[src/rtl/param_stream_encoder_if.sv]
// Handshake bundle for param_stream_encoder: input beat channel, output word channel and error pulse.
// slave is the encoder side; master is the source/sink side.
interface param_stream_encoder_if #(
  parameter int WIDTH_P = 32,
  parameter int WIDTH_Q = 60
);
  logic               o_ready;
  logic               i_valid;
  logic [6:0]         i_layer;
  logic [WIDTH_Q-1:0] i_param;
  logic               i_last;
  logic               i_ready;
  logic               o_valid;
  logic [WIDTH_P-1:0] o_tdata;
  logic               o_err;

  modport slave (
    output o_ready, o_valid, o_tdata, o_err,
    input  i_valid, i_layer, i_param, i_last, i_ready
  );

  modport master (
    input  o_ready, o_valid, o_tdata, o_err,
    output i_valid, i_layer, i_param, i_last, i_ready
  );
endinterface

[src/rtl/param_stream_encoder.sv]
// Buffers a burst of parameter beats and emits it as a 0xA5-headed frame of 32-bit words.
// Optional trailing XOR checksum word: define PARAM_STREAM_CHECKSUM_EN.
module param_stream_encoder #(
  parameter int WIDTH_P   = 32,
  parameter int WIDTH_Q   = 60,
  parameter int DEPTH     = 16,
  parameter int NUM_LAYER = 85
) (
  input logic                  i_sclk,
  input logic                  i_rstp,
  param_stream_encoder_if.slave bus
);

  localparam int AW = (DEPTH > 1) ? $clog2(DEPTH) : 1;
  localparam int CW = AW + 1;

`ifdef PARAM_STREAM_CHECKSUM_EN
  localparam logic CHK_FLAG = 1'b1;
`else
  localparam logic CHK_FLAG = 1'b0;
`endif

  typedef enum logic [2:0] {
    IDLE,
    FILL,
    HDR,
    LO,
    HI
`ifdef PARAM_STREAM_CHECKSUM_EN
    , CHK
`endif
  } state_t;

  state_t             state_q;
  logic [6:0]         layer_q;
  logic [CW-1:0]      count_q;
  logic [AW-1:0]      rd_q;
  logic               ready_q;
  logic               valid_q;
  logic [WIDTH_P-1:0] tdata_q;
  logic               err_q;
`ifdef PARAM_STREAM_CHECKSUM_EN
  logic [WIDTH_P-1:0] chk_q;
`endif

  logic [WIDTH_Q-1:0] mem [DEPTH];

  logic          accept;
  logic          tx;
  logic          close;
  logic [CW-1:0] n_count;
  logic [6:0]    n_layer;
  logic [AW-1:0] wr_addr;
  logic [63:0]   cur_ext;
  logic [63:0]   nxt_ext;

  assign bus.o_ready = ready_q;
  assign bus.o_valid = valid_q;
  assign bus.o_tdata = tdata_q;
  assign bus.o_err   = err_q;

  assign accept = bus.i_valid && ready_q;
  assign tx     = valid_q && bus.i_ready;

  always_comb begin
    n_count = CW'(1);
    n_layer = bus.i_layer;
    wr_addr = '0;
    if (state_q != IDLE) begin
      n_count = count_q + CW'(1);
      n_layer = layer_q;
      wr_addr = count_q[AW-1:0];
    end
    close   = accept && (bus.i_last || (n_count == CW'(DEPTH)));
    // Zero-extend to 64 bits so the high word slice works for any beat width up to 64.
    cur_ext = 64'(mem[rd_q]);
    nxt_ext = 64'(mem[rd_q + AW'(1)]);
  end

  function automatic logic [31:0] header(input logic [6:0] l, input logic [CW-1:0] c);
    return {8'hA5, CHK_FLAG, l, 16'(c)};
  endfunction

  always_ff @(posedge i_sclk) begin
    if (accept) mem[wr_addr] <= bus.i_param;
  end

  always_ff @(posedge i_sclk or posedge i_rstp) begin
    if (i_rstp) begin
      state_q <= IDLE;
      layer_q <= '0;
      count_q <= '0;
      rd_q    <= '0;
      ready_q <= 1'b0;
      valid_q <= 1'b0;
      tdata_q <= '0;
      err_q   <= 1'b0;
`ifdef PARAM_STREAM_CHECKSUM_EN
      chk_q   <= '0;
`endif
    end else begin
      err_q <= 1'b0;
      case (state_q)
        IDLE, FILL: begin
          ready_q <= 1'b1;
          rd_q    <= '0;
`ifdef PARAM_STREAM_CHECKSUM_EN
          chk_q   <= '0;
`endif
          if (accept) begin
            count_q <= n_count;
            layer_q <= n_layer;
            state_q <= FILL;
            if (close) begin
              ready_q <= 1'b0;
              if (32'(n_layer) < NUM_LAYER) begin
                state_q <= HDR;
                valid_q <= 1'b1;
                tdata_q <= header(n_layer, n_count);
              end else begin
                // Out-of-range layer: drop the burst silently apart from the error pulse.
                state_q <= IDLE;
                err_q   <= 1'b1;
              end
            end
          end
        end
        HDR: begin
          if (tx) begin
            tdata_q <= cur_ext[31:0];
            state_q <= LO;
          end
        end
        LO: begin
          if (tx) begin
`ifdef PARAM_STREAM_CHECKSUM_EN
            chk_q   <= chk_q ^ tdata_q;
`endif
            tdata_q <= cur_ext[63:32];
            state_q <= HI;
          end
        end
        HI: begin
          if (tx) begin
`ifdef PARAM_STREAM_CHECKSUM_EN
            chk_q <= chk_q ^ tdata_q;
`endif
            if ({1'b0, rd_q} == count_q - CW'(1)) begin
`ifdef PARAM_STREAM_CHECKSUM_EN
              tdata_q <= chk_q ^ tdata_q;
              state_q <= CHK;
`else
              valid_q <= 1'b0;
              ready_q <= 1'b1;
              tdata_q <= '0;
              state_q <= IDLE;
`endif
            end else begin
              rd_q    <= rd_q + AW'(1);
              tdata_q <= nxt_ext[31:0];
              state_q <= LO;
            end
          end
        end
`ifdef PARAM_STREAM_CHECKSUM_EN
        CHK: begin
          if (tx) begin
            valid_q <= 1'b0;
            ready_q <= 1'b1;
            tdata_q <= '0;
            state_q <= IDLE;
          end
        end
`endif
        default: state_q <= IDLE;
      endcase
    end
  end

endmodule

[src/flat_wrapper.sv]
// flat-port wrapper written by rule: the top's interface ports become plain ports
module param_stream_encoder_flat 
#(
  parameter int WIDTH_P   = 32,
  parameter int WIDTH_Q   = 60,
  parameter int DEPTH     = 16,
  parameter int NUM_LAYER = 85
)
  (i_sclk, i_rstp, bus_o_ready, bus_o_valid, bus_o_tdata, bus_o_err, bus_i_valid, bus_i_layer, bus_i_param, bus_i_last, bus_i_ready);
  param_stream_encoder_if #(.WIDTH_P(WIDTH_P), .WIDTH_Q(WIDTH_Q)) bus_i ();
  input logic i_sclk;
  input logic i_rstp;
  output wire logic [$bits(bus_i.o_ready)-1:0] bus_o_ready;
  output wire logic [$bits(bus_i.o_valid)-1:0] bus_o_valid;
  output wire logic [$bits(bus_i.o_tdata)-1:0] bus_o_tdata;
  output wire logic [$bits(bus_i.o_err)-1:0] bus_o_err;
  input wire logic [$bits(bus_i.i_valid)-1:0] bus_i_valid;
  input wire logic [$bits(bus_i.i_layer)-1:0] bus_i_layer;
  input wire logic [$bits(bus_i.i_param)-1:0] bus_i_param;
  input wire logic [$bits(bus_i.i_last)-1:0] bus_i_last;
  input wire logic [$bits(bus_i.i_ready)-1:0] bus_i_ready;
  assign bus_o_ready = bus_i.o_ready;
  assign bus_o_valid = bus_i.o_valid;
  assign bus_o_tdata = bus_i.o_tdata;
  assign bus_o_err = bus_i.o_err;
  assign bus_i.i_valid = bus_i_valid;
  assign bus_i.i_layer = bus_i_layer;
  assign bus_i.i_param = bus_i_param;
  assign bus_i.i_last = bus_i_last;
  assign bus_i.i_ready = bus_i_ready;
  param_stream_encoder #(.WIDTH_P(WIDTH_P), .WIDTH_Q(WIDTH_Q), .DEPTH(DEPTH), .NUM_LAYER(NUM_LAYER)) u_core (.i_sclk(i_sclk), .i_rstp(i_rstp), .bus(bus_i));
endmodule
[config.mk]
export PLATFORM = sky130hd
export DESIGN_NAME = param_stream_encoder_flat
export DESIGN_NICKNAME = d
export VERILOG_FILES = /design/src/rtl/param_stream_encoder_if.sv /design/src/rtl/param_stream_encoder.sv /design/src/flat_wrapper.sv
export SDC_FILE = /design/constraint.sdc
export NUM_CORES = 1
export LEC_CHECK = 0
export CAP_MARGIN = 20
export CORE_UTILIZATION = 50
export DETAILED_ROUTE_END_ITERATION = 6
export DONT_BUFFER_PORTS = 1
export HOLD_SLACK_MARGIN = 0.06
export PLACE_DENSITY = 0.73
export SYNTH_ARGS = -nofsm -noshare
export SYNTH_HDL_FRONTEND = slang
export SYNTH_SLANG_ARGS = --single-unit
[constraint.sdc]
create_clock -name i_sclk -period 7.9 [get_ports i_sclk]
set_clock_uncertainty 0.2 [all_clocks]
set_input_delay 0.79 -clock i_sclk [delete_from_list [all_inputs] [get_ports i_sclk]]
set_output_delay 0.79 -clock i_sclk [all_outputs]
set_load 0.005 [all_outputs]
== Word level (Yosys, flattened, before mapping) ==
Memories as Yosys holds them, arrays and structs flattened.
Cells that the tools add are included.

* Reductions and logical operators: 15
* Order comparisons: 1
* Mux-type cells: 39
* Add/subtract/negate cells: 3
* Eq/ne operators: 14

{| class="wikitable"
|+ Operator list
! cell !! number
|-
| $mux W32 || 7
|-
| $pmux W32 S4 || 1
|-
| $mux W1 || 15
|-
| $mux W3 || 5
|-
| $ne A2 B1 Y1 const B || 7
|-
| $mux W4 || 3
|-
| $pmux W3 S4 || 1
|-
| $pmux W4 S2 || 1
|-
| $lt A7 B7 Y1 const B || 1
|-
| $mux W7 || 1
|-
| $reduce_and A7 Y1 || 1
|-
| $eq A3 B2 Y1 const B || 2
|-
| $reduce_and A3 Y1 || 2
|-
| $reduce_and A6 Y1 || 1
|-
| $add A5 B1 Y5 const B || 1
|-
| $eq A4 B5 Y1 || 1
|-
| $eq A5 B5 Y1 const B || 1
|-
| $mux W5 || 1
|-
| $sub A5 B1 Y5 const B || 1
|-
| $add A4 B1 Y4 const B || 1
|-
| $mux W2 || 2
|-
| $pmux W1 S2 || 2
|-
| $reduce_and A4 Y1 || 1
|-
| $reduce_bool A4 Y1 || 1
|-
| 10 further kinds || 12
|}

* RAM bits: 960
* Logic and storage cells: 81
* Memories kept: 1
* Input bits: 72
* Flip-flop bits (word level): 54

{| class="wikitable"
|+ Memory list
! memory !! depth !! bits a word !! rd ports !! clocked after memory_dff !! write ports !! RTL line !! text
|-
| u_core.mem || 16 || 60 || 2 || 0 || 1 || param_stream_encoder.sv:46 || <nowiki>logic [WIDTH_Q-1:0] mem [DEPTH];</nowiki>
|}

== Logic depth before layout (Yosys ltp) ==
Gate-level depths: netlist of the first run.

* Depth after elaboration: 8
* Depth in mapped cells: 11
* Depth with buffers taken out: 8

== Worst setup path after synthesis of the first run ==
OpenSTA, ideal clock, no wires.

* Path type: input to register
* Start: in bus_i_valid
* End: mem u_core.mem[4][0], enable pin
* Arrival time: 5.333 ns
* Required time: 7.148 ns
* Setup time: 0.552 ns
* Stages: 4
* Path slack: 1.815 ns
* Path through: nand2_1 > nor2_1 > nand3b_1 > nor3_1

* Word-level cells in the longest chain between the ends: 3

{| class="wikitable"
|+ RTL lines
! element !! RTL line !! text
|-
| start, declared || flat_wrapper.sv:17 || <nowiki>input wire logic [$bits(bus_i.i_valid)-1:0] bus_i_valid;</nowiki>
|-
| $logic_and A1 B1 Y1 || param_stream_encoder.sv:62 || <nowiki>assign accept = bus.i_valid && ready_q;</nowiki>
|-
| $mux W1 || param_stream_encoder.sv:85 || <nowiki>if (accept) mem[wr_addr] <= bus.i_param;</nowiki>
|-
| $mux W1 (not written as such) || param_stream_encoder.sv:85 ||
|-
| end, declared || param_stream_encoder.sv:46 ||
|}

Every way passes these cells.

== Worst setup path in the final report of the first run ==
* Start: reg u_core.rd_q[0]
* End: reg u_core.tdata_q[18], in the netlist u_core.bus.o_tdata[18]

* Word-level cells in the longest chain between the ends: 5
* Elaborated cells on any way between the ends: 8
* Those cells by class: add/sub: 1; eq/ne: 1; mux: 5; memory: 1

{| class="wikitable"
|+ RTL lines
! element !! RTL line !! text
|-
| start, declared || param_stream_encoder.sv:37 || <nowiki>logic [AW-1:0] rd_q;</nowiki>
|-
| start signal, assigned || param_stream_encoder.sv:159 || <nowiki>rd_q <= rd_q + AW'(1);</nowiki>
|-
| $add A4 B1 Y4 || param_stream_encoder.sv:77 || <nowiki>nxt_ext = 64'(mem[rd_q + AW'(1)]);</nowiki>
|-
| $mem_v2 Z16 W60 || - ||
|-
| $mux W32 || param_stream_encoder.sv:148 || <nowiki>if ({1'b0, rd_q} == count_q - CW'(1)) begin</nowiki>
|-
| $mux W32 || param_stream_encoder.sv:144 || <nowiki>if (tx) begin</nowiki>
|-
| $pmux W32 S4 (*) || param_stream_encoder.sv:103 || <nowiki>case (state_q)</nowiki>
|-
| end signal, assigned || param_stream_encoder.sv:119 || <nowiki>tdata_q <= header(n_layer, n_count);</nowiki>
|-
| end signal, assigned || param_stream_encoder.sv:139 || <nowiki>tdata_q <= cur_ext[63:32];</nowiki>
|-
| end signal, assigned || param_stream_encoder.sv:160 || <nowiki>tdata_q <= nxt_ext[31:0];</nowiki>
|-
| end, declared || param_stream_encoder.sv:40 || <nowiki>logic [WIDTH_P-1:0] tdata_q;</nowiki>
|}

Every way passes the cells marked *; elsewhere a longest branch is shown, timed or not. The select of a mux whose other input is x is not followed.
A chain may end at the register's enable or synchronous reset.

==> results of run 1 <==
-- metrics by stage --
step	total power, W	std cells	util [%]
after global placement	0.00951	3337	51.7
final	0.0146	3597	56.6
after global routing	0.0151	3597	56.6
after CTS	0.0147	3595	56.6
after floorplan	0.00872	2290	-
after detailed placement	0.00958	3337	51.7
-- registers in the layout (all words and copies together) (netlist names) --
name                cells
u_core.bus.o_valid      1
u_core.layer_q          7
u_core.bus.o_err        1
u_core.count_q          5
u_core.bus.o_ready      1
u_core.bus.o_tdata     32
u_core.mem            960
u_core.rd_q             4
u_core.state_q          3
-- repair_timing --
| item | 4_1_cts | 5_1_grt |
|---|---|---|
| endpoints found under the hold margin | 979 | 0 |
| hold buffers | 68 | 0 |
| setup endpoints to repair | 0 | 0 |
-- path summary, 6_finish.rpt --
kind,start,depth (start not counted),endpoint
worst max-delay path,u_core.rd_q[0],8,u_core.bus.o_tdata[18]
worst min-delay path,bus_i_last,2,u_core.bus.o_ready
worst max register to register,u_core.rd_q[0],8,u_core.bus.o_tdata[18]
worst min register to register,u_core.bus.o_tdata[17],2,u_core.bus.o_tdata[17]
max in group asynchronous,i_rstp,3,u_core.bus.o_tdata[8]
min in group asynchronous,i_rstp,2,u_core.rd_q[3]
-- cells by family after synthesis --
kind of cell,share of synthesized area (%)
compound gates,4.46
xor+xnor,0.200
fa+ha+maj,0.0858
buf+inv,2.15
flops,69.0
mux,21.6
simple gates,2.49
-- synthesized netlist by cell type (3+ instances only) --
library cell | n | area, um^2
buf_6 | 13 | 146
and2_1 | 3 | 18.8
o211ai_1 | 16 | 120
nand2_1 | 77 | 289
mux2_2 | 26 | 293
mux4_2 | 289 | 6510
o21a_1 | 16 | 120
edfxtp_1 | 960 | 28800
nand3_1 | 46 | 230
o31ai_1 | 6 | 45.0
clkbuf_1 | 50 | 188
o21ai_0 | 36 | 180
a31oi_1 | 12 | 75.1
dfrtp_1 | 54 | 1350
o21ai_1 | 10 | 50.1
inv_1 | 4 | 15.0
nand2b_1 | 5 | 31.3
a22oi_1 | 85 | 638
nor2b_1 | 21 | 131
ha_1 | 3 | 37.5
buf_1 | 10 | 37.5
o22ai_1 | 34 | 213
mux2i_1 | 265 | 2650
nand4_1 | 10 | 62.6
xor2_1 | 6 | 52.6
or2_2 | 4 | 25.0
buf_2 | 50 | 250
nor2_1 | 40 | 150
a21oi_1 | 34 | 170
nor3_1 | 6 | 30.0
buf_4 | 39 | 293
xnor2_1 | 4 | 35.0
nand3b_1 | 4 | 30.0
nor3b_1 | 3 | 22.5
a211oi_1 | 20 | 150
-- report_power, final --
group / internal [W] / switching [W]
registers: 0.00639 / 0.000332
logic: 0.00116 / 0.00171
clock network: 0.00303 / 0.00202
total: 0.0106 / 0.00406
-- routing by layer --
metal  vias up  global-route usage (%)
li1       9699                       -
met1     12500                    33.5
met2      1296                    40.3
met3       226                    4.39
met4        12                    8.14
met5         -                       0
-- cell type report --
cell class	instances	area, um^2
inverter	5	18.8
multi-input combinational	1108	12800
timing repair buffer	124	1120
tap	1155	1450
sequential	1014	30200
clock inverter	61	706
fill	6349	37700
clock buffer	129	2810
antenna	1	2.50
-- worst reg2reg max path: stages, from the launching register on --
cell and delay (ps):
dfrtp_4 870, buf_4 790, buf_4 940, mux4_2 620, nor2b_1 140, a211oi_1 260
a21oi_1 70, a21oi_1 580, o21ai_1 150
==> results.md, run 1 <==
* Status: finished with violations
* Failing checks: DRC
* Crit path max-delay family: buffers and inverters
* Initial DRT Pass Iterations at 7
* Syn_area_per_cell at 19.1 um^2
* Arr. time, crit path at 5100 ps
* FF+latch count, synth at 1014
* Worst hold-check path type: input pin to flop
* R2R setup slack at 3130 ps
* Post-CTS Setup Bufs at 0
* IO Count at 107
* CP Class: flop to flop
* Detailed-route wire length at 109000 um
* Slowest CP cell: dfrtp_4
* Met3 WL at 9610 um
* Post-CTS Resized at 0
* CTS H-tree lvls at 3
* Die height at 298 um
* Vias in the first global route at 24.4k
* CP bufs+invs at 2
* Max clock buf depth at 3
* CP required at 8230 ps
* Highest routed metal layer: met5
* Port Buffers at 0
* Period utilization at 60.4%
* Final hold violation count at 0
* Worst vdd ir at 0.219 mV
* Core area at 86800 um^2
* GRT Residual Overflow at 0
* Routed met1 length at 42000 um
* Most frequent cells in the layout: edfxtp_1 (960), mux4_2 (289), mux2i_1 (265)
* Synthesized area at 43700 um^2
* Setup_tns at 0 ps
* HPWL after DPL at 58200 um
* Post-synth EDFFs at 960
* Routed length on met2 at 54200 um
* Crit-path max FO at 55
* Final setup viols at 0
* First-pass GRT wire length at 161000 um
* Yosys cell types at 58
* Cells after synthesis at 2290
* Syn_nets at 2365
* RSZ-0062 raised after global routing: no
* Final nets at 2430
* Clock slew at reported path FFs at 60 ps
* Starting density of the core at 50.4%
* Placer Congestion at 0.795
* CTS Buf Count at 102
* Max cap viols at 0
* Via count at 23.7k
* Number of clock sinks seen by CTS at 1014
* Peak Freq at 0.209 GHz
* Die area at 88700 um^2
* Die W at 298 um
* Root buffer cell: clkbuf_16
* DRT iter0 DRCs at 2899
* Area delta synth->final at 12.3%
* Synth async-reset ratio at 5.33%
* Dpl cell area at 44900 um^2
* Pwr dens at 298 nW/um^2
* Setup ws final at 3130 ps
* Initial antenna violation count at 10
* Fin area at 49100 um^2
* Post-DRT Antenna Nets at 0
* Site Rows at 108
* Final Critical Period at 4770 ps
* Slew margin rel. at 25.0%
* WHS at 126 ps
* Pre-CTS setup slack at 3190 ps
* GR Util All Layers at 24.6%
* Layout cells sized above 1 at 23.4%
* Max Slew Vio Count at 0
* Yosys warning count at 0
* DRC errors left at 1
* TritonCTS clock tree: yes
* Sequential cell area fraction in the yosys report at 69.0%
* Pleak at 14.9 nW
* Worst-Skew Late Latency at 680 ps
* Worst Max-Slew Pin Slew at 1120 ps
* CP startpoint kind: flop
* Critical Path End Type: flop
* CP peak stage delay at 870 ps
* Vias per std cell at 6.59
* CP Cell Sequence: buf_4 > buf_4 > mux4_2 > nor2b_1 > a211oi_1 > a21oi_1 > a21oi_1 > o21ai_1
* Most common flop cell mapped by yosys: edfxtp_1
* Routed len/inst at 30.3 um
* Commonest non-fill, non-tap cell in the layout: edfxtp_1
* Largest net degree at the start of global routing at 58
(Power assumes the default switching activity.)
==> run 2: changes to the inputs <==
Clock period 7.9 ns to 4.9 ns, I/O delays scaled along.
==> results.md, run 2 (synthesis gave the netlist of run 1 again) <==
* Pleak at 14.9 nW (-0.21%)
* Max Slew Vio Count at 0 (unchanged)
* Layout cells sized above 1 at 23.3% (-0.045 points)
* Worst-Skew Late Latency at 670 ps (about the same)
* Worst hold-check path type: input pin to flop
* RSZ-0062 raised after global routing: no
* First-pass GRT wire length at 162000 um (+1.2%)
* Final setup viols at 0 (unchanged)
* DRT iter0 DRCs at 3110 (+7.3%)
* TritonCTS clock tree: yes
* Port Buffers at 0 (unchanged)
* Number of clock sinks seen by CTS at 1014 (unchanged)
* Cells on worst reg2reg path at 6 (-2)
* Root buffer cell: clkbuf_16
* Worst r2r dst: u_core.bus.o_tdata[0]
* Max cap viols at 0 (unchanged)
* Commonest non-fill, non-tap cell in the layout: edfxtp_1
* Grt met1 use at 34.5% (+0.97 points)
* Final hold violation count at 0 (unchanged)
* Initial antenna violation count at 12 (+2)
* Area delta synth->final at 12.4%
* Core Util, Final at 56.7% (+0.062 points)
* Period utilization at 74.6% (+14 points)
* Reg-to-Reg Start: u_core.state_q[0]
* Critical Path End Type: flop
* Post-DRT Antenna Nets at 0 (unchanged)
* Site Rows at 108 (unchanged)
* Die area at 88700 um^2 (unchanged)
* CP startpoint kind: flop
* Pwr dens at 470 nW/um^2 (+58%)
* CP Class: flop to flop
* Vias in the first global route at 24.3k (-0.25%)
* Worst Max-Slew Pin Slew at 1160 ps (+38.5 ps)
* Max clock buf depth at 3 (unchanged)
* Die height at 298 um (unchanged)
* CTS H-tree lvls at 3 (unchanged)
* R2R setup slack at 1250 ps (-1880 ps)
* Routed len/inst at 30.5 um (+0.74%)
* Status: finished with violations
* Via count at 23.8k (+0.57%)
* HPWL after DPL at 61500 um (+5.7%)
* GRT Residual Overflow at 0 (unchanged)
* IO Count at 107 (unchanged)
* DRC errors left at 2 (+1)
* Final nets at 2444 (+0.58%)
* Crit path from: u_core.state_q[0]
* Met2 Use GR at 39.3% (-0.99 points)
* Setup_tns at 0 ps (unchanged)
* Most frequent cells in the layout: edfxtp_1 (960), mux4_2 (289), mux2i_1 (265)
* Biggest register: u_core.mem
* Peak Freq at 0.274 GHz (+31%)
* CP Capture Point: u_core.bus.o_tdata[0]
* Worst vdd ir at 0.348 mV (+59%)
* Initial DRT Pass Iterations at 7 (unchanged)
* CP required at 5240 ps (-2990 ps)
* Slew margin rel. at 22.3% (-2.6 points)
* Final Critical Period at 3650 ps (-1120 ps)
* Starting density of the core at 50.4% (unchanged)
* Met3 GRT Util at 5.08% (+0.69 points)
* GR peak layer: met2
* Clock slew at reported path FFs at 60 ps (about the same)
* Largest net degree at the start of global routing at 123 (+110%)
* Failing checks: DRC
* Number of fill cells at 6348 (-0.016%)
* Arr. time, crit path at 4000 ps (-1100 ps)
* Core area at 86800 um^2 (unchanged)
* GR Util All Layers at 24.8% (+0.21 points)
* Vias per std cell at 6.61 (+0.23%)
* Placer Congestion at 0.823 (+3.5%)
* CTS Buf Count at 98 (-3.9%)
* Die W at 298 um (unchanged)
* Crit-path max FO at 22 (-60%)
* Detailed-route wire length at 110000 um (+1.1%)
* Max reg flops at 960 (unchanged)
-- run 2: cell types whose count changed in the layout (fill, tap and decap cells not counted), sizes merged --
cell	before	now
clkbuf	129	138
buf	56	71
diode	1	4
clkinvlp	1	4
bufinv	16	6
clkinv	40	31
dlygate4sd3	68	71
inv	9	7
-- run 2: cell type report --
type	instances	area, um^2	share of cell area (%)
tap	1155	1450	2.94
clock buffer	138	2810	5.71
clock inverter	43	403	0.820
antenna	4	10.0	0.0204
timing repair buffer	142	1460	2.96
sequential	1014	30200	61.4
inverter	5	18.8	0.0382
multi-input combinational	1108	12800	26.1
-- run 2: per-layer routing --
| metal | wire length (um) | up-vias |
|---|---|---|
| met2 | 53300 | 1291 |
| met4 | 3470 | 14 |
| met3 | 9950 | 271 |
| met1 | 43300 | 12500 |
| li1 | - | 9722 |
| met5 | 93 | - |
-- run 2: report_power, final --
group          leakage [nW]  internal (W)  total, W  switching (W)
registers              9.32        0.0103    0.0109       0.000564
logic                  4.01       0.00191   0.00471        0.00279
clock network          1.57       0.00432   0.00751        0.00320
-- run 2: repair_timing --
action | in CTS | in global routing
buffers inserted | 0 | 0
endpoints found under the setup margin | 0 | 0
hold buffers | 71 | 0
endpoints found under the hold margin | 1033 | 0
gates resized for setup | 0 | 0
-- run 2: how the worst min path moves through the flow --
stage                                from                    end  depth (start not counted)
CTS                        bus_i_layer[6]       u_core.bus.o_err                          4
global placement        u_core.layer_q[0]      u_core.layer_q[0]                          1
finish                     bus_i_layer[6]       u_core.bus.o_err                          4
global route                  bus_i_valid     u_core.bus.o_ready                          3
floorplan           u_core.bus.o_tdata[2]  u_core.bus.o_tdata[2]                          2
detailed placement      u_core.layer_q[6]      u_core.layer_q[6]                          1
-- run 2: critical path, stage by stage (launching register included) --
cell	delay (ps)
dfrtp_1	670
nor3_2	760
nor4_2	120
a31oi_1	470
o31a_1	1000
a31o_2	230
o21ai_0	80
-- run 2: per-stage QoR --
step	area, um^2	setup slack (ps)	power (W)	hold WS [ps]	instances
after floorplan	43700	145	0.0141	273	2290
after global placement	45200	1390	0.0154	317	3353
after detailed placement	45200	1320	0.0155	329	3353
after CTS	49100	1320	0.0231	69.0	3605
after global routing	49100	1050	0.0238	160	3607
final	49200	1250	0.0231	97.1	3609
